--- config.mk ---
export PLATFORM = sky130hd
export DESIGN_NAME = data_cache_refill
export DESIGN_NICKNAME = d
export VERILOG_FILES = /design/src/rtl/data_cache_refill.sv
export SDC_FILE = /design/constraint.sdc
export NUM_CORES = 1
export LEC_CHECK = 0
export CELL_PAD_IN_SITES_DETAIL_PLACEMENT = 1
export CELL_PAD_IN_SITES_GLOBAL_PLACEMENT = 1
export CORE_ASPECT_RATIO = 0.9
export CORE_UTILIZATION = 22
export CTS_BUF_LIST = sky130_fd_sc_hd__clkbuf_8
export DETAILED_ROUTE_END_ITERATION = 16
export PLACE_DENSITY_LB_ADDON = 0.08
export SYNTH_ARGS = -nofsm -noshare
export SYNTH_HDL_FRONTEND = slang
export SYNTH_SLANG_ARGS = --single-unit
export TNS_END_PERCENT = 30
--- constraint.sdc ---
create_clock -name clk -period 1.8 [get_ports clk]
set_input_delay 0.45 -clock clk [delete_from_list [all_inputs] [get_ports clk]]
set_output_delay 0.45 -clock clk [all_outputs]
set_load 0.01 [all_outputs]
--- src/rtl/data_cache_refill.sv ---
`default_nettype none
// +----------------------------------------------------------------------------+
// | Module      : data_cache_refill                                            |
// | Description : Data-cache line refill engine. Accepts a miss, invalidates   |
// |               the target set entry, fetches the whole line with one AXI    |
// |               INCR burst, writes each beat into the data bank and finally  |
// |               rewrites the tag/valid entry (valid only if the burst was    |
// |               clean), then pulses refill_done.                             |
// | Ports       : clk/resetn              clock, async active-low reset        |
// |               miss_req/miss_addr/     miss request handshake               |
// |               miss_ready                                                   |
// |               ar* / r*                AXI read-address and read-data       |
// |               data_*                  data-bank word write port            |
// |               tagv_*                  tag/valid RAM write port             |
// |               refill_done/refill_err  completion pulse and status          |
// | Revision    : 1.0  initial release                                         |
// +----------------------------------------------------------------------------+
module data_cache_refill #(
  parameter int INDEX_W  = 7,
  parameter int TAG_W    = 20,
  parameter int OFFSET_W = 5
) (
  input  logic                  clk,
  input  logic                  resetn,
  input  logic                  miss_req,
  input  logic [31:0]           miss_addr,
  output logic                  miss_ready,
  output logic                  arvalid,
  input  logic                  arready,
  output logic [31:0]           araddr,
  output logic [7:0]            arlen,
  output logic [2:0]            arsize,
  output logic [1:0]            arburst,
  output logic [3:0]            arid,
  input  logic                  rvalid,
  output logic                  rready,
  input  logic [31:0]           rdata,
  input  logic [1:0]            rresp,
  input  logic                  rlast,
  output logic                  data_wen,
  output logic [INDEX_W-1:0]    data_index,
  output logic [OFFSET_W-3:0]   data_offset,
  output logic [31:0]           data_wdata,
  output logic                  tagv_wen,
  output logic [INDEX_W-1:0]    tagv_index,
  output logic [TAG_W-1:0]      tagv_tag,
  output logic                  tagv_valid,
  output logic                  refill_done,
  output logic                  refill_err
);

  localparam int LINE_WORDS = 1 << (OFFSET_W - 2);
  localparam int CNT_W      = OFFSET_W - 2;
  localparam int LINE_W     = 32 - OFFSET_W;

  typedef enum logic [2:0] {
    IDLE  = 3'd0,
    INVAL = 3'd1,
    AR    = 3'd2,
    R     = 3'd3,
    TAGW  = 3'd4,
    DONE  = 3'd5
  } state_t;

  state_t              state_q;
  logic [LINE_W-1:0]   line_q;   // line address: tag, index and any bits between
  logic [CNT_W-1:0]    cnt_q;    // beat counter, also the word offset in the line
  logic                err_q;    // sticky burst error

  logic [INDEX_W-1:0]  index_w;
  logic [TAG_W-1:0]    tag_w;
  logic                last_cnt_w;
  logic                unused_w;

  assign index_w    = line_q[INDEX_W-1:0];
  assign tag_w      = line_q[LINE_W-1 -: TAG_W];
  assign last_cnt_w = (cnt_q == CNT_W'(LINE_WORDS - 1));
  // Byte-offset bits never matter: the whole line is fetched.
  assign unused_w   = ^miss_addr[OFFSET_W-1:0];

  always_ff @(posedge clk or negedge resetn) begin
    if (!resetn) begin
      state_q <= IDLE;
      line_q  <= '0;
      cnt_q   <= '0;
      err_q   <= 1'b0;
    end else begin
      case (state_q)
        IDLE: begin
          if (miss_req) begin
            line_q  <= miss_addr[31:OFFSET_W];
            cnt_q   <= '0;
            err_q   <= 1'b0;
            state_q <= INVAL;
          end
        end
        INVAL: state_q <= AR;
        AR: begin
          if (arready) state_q <= R;
        end
        R: begin
          if (rvalid) begin
            cnt_q <= cnt_q + 1'b1;
            // Bad response, or rlast not coinciding with the final word.
            if ((rresp != 2'b00) || (rlast != last_cnt_w)) err_q <= 1'b1;
            if (rlast) state_q <= TAGW;
          end
        end
        TAGW:    state_q <= DONE;
        DONE:    state_q <= IDLE;
        default: state_q <= IDLE;
      endcase
    end
  end

  // All outputs are decoded from the state register; payloads are forced
  // to zero outside the cycles that qualify them.
  assign miss_ready  = (state_q == IDLE);

  assign arvalid     = (state_q == AR);
  assign araddr      = arvalid ? {line_q, {OFFSET_W{1'b0}}} : 32'd0;
  assign arlen       = arvalid ? 8'(LINE_WORDS - 1) : 8'd0;
  assign arsize      = arvalid ? 3'd2 : 3'd0;
  assign arburst     = arvalid ? 2'b01 : 2'b00;
  assign arid        = 4'd0;

  assign rready      = (state_q == R);
  assign data_wen    = rready & rvalid;
  assign data_index  = data_wen ? index_w : '0;
  assign data_offset = data_wen ? cnt_q : '0;
  assign data_wdata  = data_wen ? rdata : 32'd0;

  assign tagv_wen    = (state_q == INVAL) || (state_q == TAGW);
  assign tagv_index  = tagv_wen ? index_w : '0;
  assign tagv_tag    = tagv_wen ? tag_w : '0;
  assign tagv_valid  = (state_q == TAGW) & ~err_q;

  assign refill_done = (state_q == DONE);
  assign refill_err  = (state_q == DONE) & err_q;

endmodule
`default_nettype wire

==> metrics <==
status complete, but fails checks; failing checks setup timing; HPWL after DPL 6.22 mm; ANT cells 0; CP startpoint kind flip-flop; first-pass GRT wire length ~13 mm; CTS sink count 34; port buffer count 175; proportion of synthesized area in mux cells between 10 and 15%; leakage power 2.30 nW; Final Setup Violations roughly 110; CTS buffer count 5; Skew-Pair Late Insertion Delay 0.28 ns; CTS tree built; most frequent cells in the layout clkdlybuf4s50_1 (64), buf_2 (62), and2_1 (61), buf_6 (58), and2_4 (36); # fillers 1150; Crit path arrival time 1.70 ns; part of the power in registers 21.6%; all-layer global routing usage 16.5%; Switching Share 35.9%; reported net switching power 0.00243 W; die width roughly 110 um; Post-Synth Adder-Cell Area 1.10%; synthesized area per cell 10.0 um2; peak supply drop 0.000707 V; Max Fclk 466 MHz; CORE AREA 9870 um2; WL final just over 9 mm; kind of critical path flip-flop to primary output; worst r2r path cells 5; layout cell share with drive strength beyond 1 55.7%; Hold Fails Final Rpt 0; global route overflow 0; Vias/cell 4.17; FF-to-FF End line_q[24]; Sequential Area roughly 850 um2; RSZ-0062 raised after global routing true; Power Internal 0.00433 W; H-tree levels 2; Root Buffer clkbuf_8; Final Power 0.00675 W; Mapped Area 2270 um2; row cnt 34; clock network power share about 11%; simple-gate portion of the synthesized area 32.9%; PnR worst setup slack -0.345 ns; Iter 0 DRT Violations 38; final period utilization 119%; crit-path max FO 14; clk buf depth 2; Die Ht 98.4 um; Worst Setup End Kind primary output; via count 2342; fin. max-slew vios 0; post-synth top area share 37.4%; initial antenna violation count 0; post-route clock skew 0.00399 ns; Ys Warns 0; boundary pin count about 200; Clock Pin Slew Worst Setup and Hold Paths 0.07 ns; vias in the first global route 2393; largest family of logic cells by synthesized area simple AND/OR/NAND/NOR gates; Setup WS pre-CTS -0.771 ns; Die Footprint 10700 um2; Detailed Routing Iterations Pass 1 3; setup TNS -29.71 ns; Yosys top cell by area dfrtp_1; minimum clock period after layout around 2.1 ns; commonest non-fill, non-tap cell in the layout clkdlybuf4s50_1; GPL Wtd Cong 0.656; Routed Antenna Nets 0; R2R Path Start state_q[0]; Min Hold Slack 0.0823 ns; multi-input logic area 1440 um2; layout net count 510; sequential area share after synthesis between 30 and 40%; Syn Inst Count between 200 and 250; worst min-delay path class primary input to asynchronous set/reset pin; CP Data Required Time 1.35 ns; Hold Buf Count CTS 0; Synth Area in Compound Gates under 10%; Starting Density 23.0%; Logic pwr share 67.6%; PD cells ~1500 nW/um2; synth-to-layout area growth 102%; r2r setup slk 0 ns; Max Cap Viol 0; xor/xnor share of the synthesized area 0.771%; post-DR wirelength/cell 16.1 um; # DRC 0; Yosys cell types 30; largest net degree at the start of global routing 18; Worst setup startpoint state_q[2]; #FFs+latches synth 34; dominant cells by area after synthesis dfrtp_1 (37%), and2_1 (27%), mux2_2 (14%), buf_4 (9.3%), buf_2 (1.3%)
==> cell families (layout without fill, tap and decap cells) <==
kind of cell	Yosys count	in the layout
compound gates	7	7
xor+xnor	2	2
fa+ha+maj	2	2
buf+inv	37	230
flops	34	34
mux	28	28
other cells	1	17
simple gates	116	116
==> synthesized netlist by cell type <==
cell      instances
a32o_1            2
nor2_2            1
o21ai_0           3
xnor2_1           1
buf_2             6
dfrtp_1          34
nand3_1           1
and4b_1           1
nor2b_1           1
nor4b_1           1
nand2_1           2
buf_4            28
nor2_4            2
nor2_1            3
nor3_1            2
and3b_1           1
clkbuf_2          1
mux2_2           28
xor2_1            1
clkbuf_1          1
and2_1           97
ha_1              2
or4_1             1
a22o_1            1
o22a_1            1
or2_2             1
nand2b_1          1
conb_1            1
buf_6             1
nor4b_4           1
==> power groups by stage <==
| stage | sequential, W | clock, W | combinational [W] |
|---|---|---|---|
| CTS | 0.00145 | 0.000755 | 0.00425 |
| detailed placement | 0.00144 | 0 | 0.00389 |
| global route | 0.00153 | 0.000786 | 0.00490 |
| finish | 0.00146 | 0.000733 | 0.00456 |
| floorplan | 0.00133 | 0 | 0.00188 |
| global placement | 0.00143 | 0 | 0.00384 |
==> routing by layer <==
layer,part of all wire (%),global-route usage (%),vias up
li1,-,-,1110
met2,55,30.8,83
met5,0,0,-
met1,38,18.6,1134
met4,2.2,4.57,0
met3,4.9,3.44,15
==> per-stage QoR <==
step	instance area, um2	utilization, %	std cells
after floorplan	2330	-	243
after global placement	4220	42.7	531
after detailed placement	4220	42.7	531
after CTS	4360	44.2	559
after global routing	4600	46.6	562
final	4600	46.6	562
==> registers in the layout, indices dropped and copies added (netlist names) <==
register  cells
line_q       27
cnt_q         3
state_q       3
err_q         1
==> how the worst max path moves through the flow <==
stage | end | slack (ns) | cells past startpoint
global route | data_wdata[26] | -0.41 | 7
detailed placement | data_wdata[21] | -0.77 | 5
global placement | data_index[1] | -0.73 | 5
floorplan | araddr[22] | 0.06 | 5
CTS | data_wdata[21] | -0.38 | 6
finish | tagv_tag[5] | -0.35 | 7
==> what timing repair did <==
item,CTS,global route
pin swaps,34,6
setup endpoints to repair,109,137
buffers inserted,17,5
resized for setup,525,61
gates cloned,5,1
==> final cells by class <==
type                    instances  area share (%)
clock inverters                 1           0.653
flip-flops and latches         34            18.6
repair buffers                223            44.3
clock buffers                   6            1.80
well taps                     126            3.43
multi-input cells             172            31.2
==> critical path, stage by stage (launching register included) <==
cell and delay (ns):
dfrtp_2 0.44, buf_4 0.15, xnor2_2 0.18, nor2_4 0.06, buf_6 0.13, buf_16 0.14, and2_1 0.15, buf_4 0.15
(Power assumes the default switching activity.)
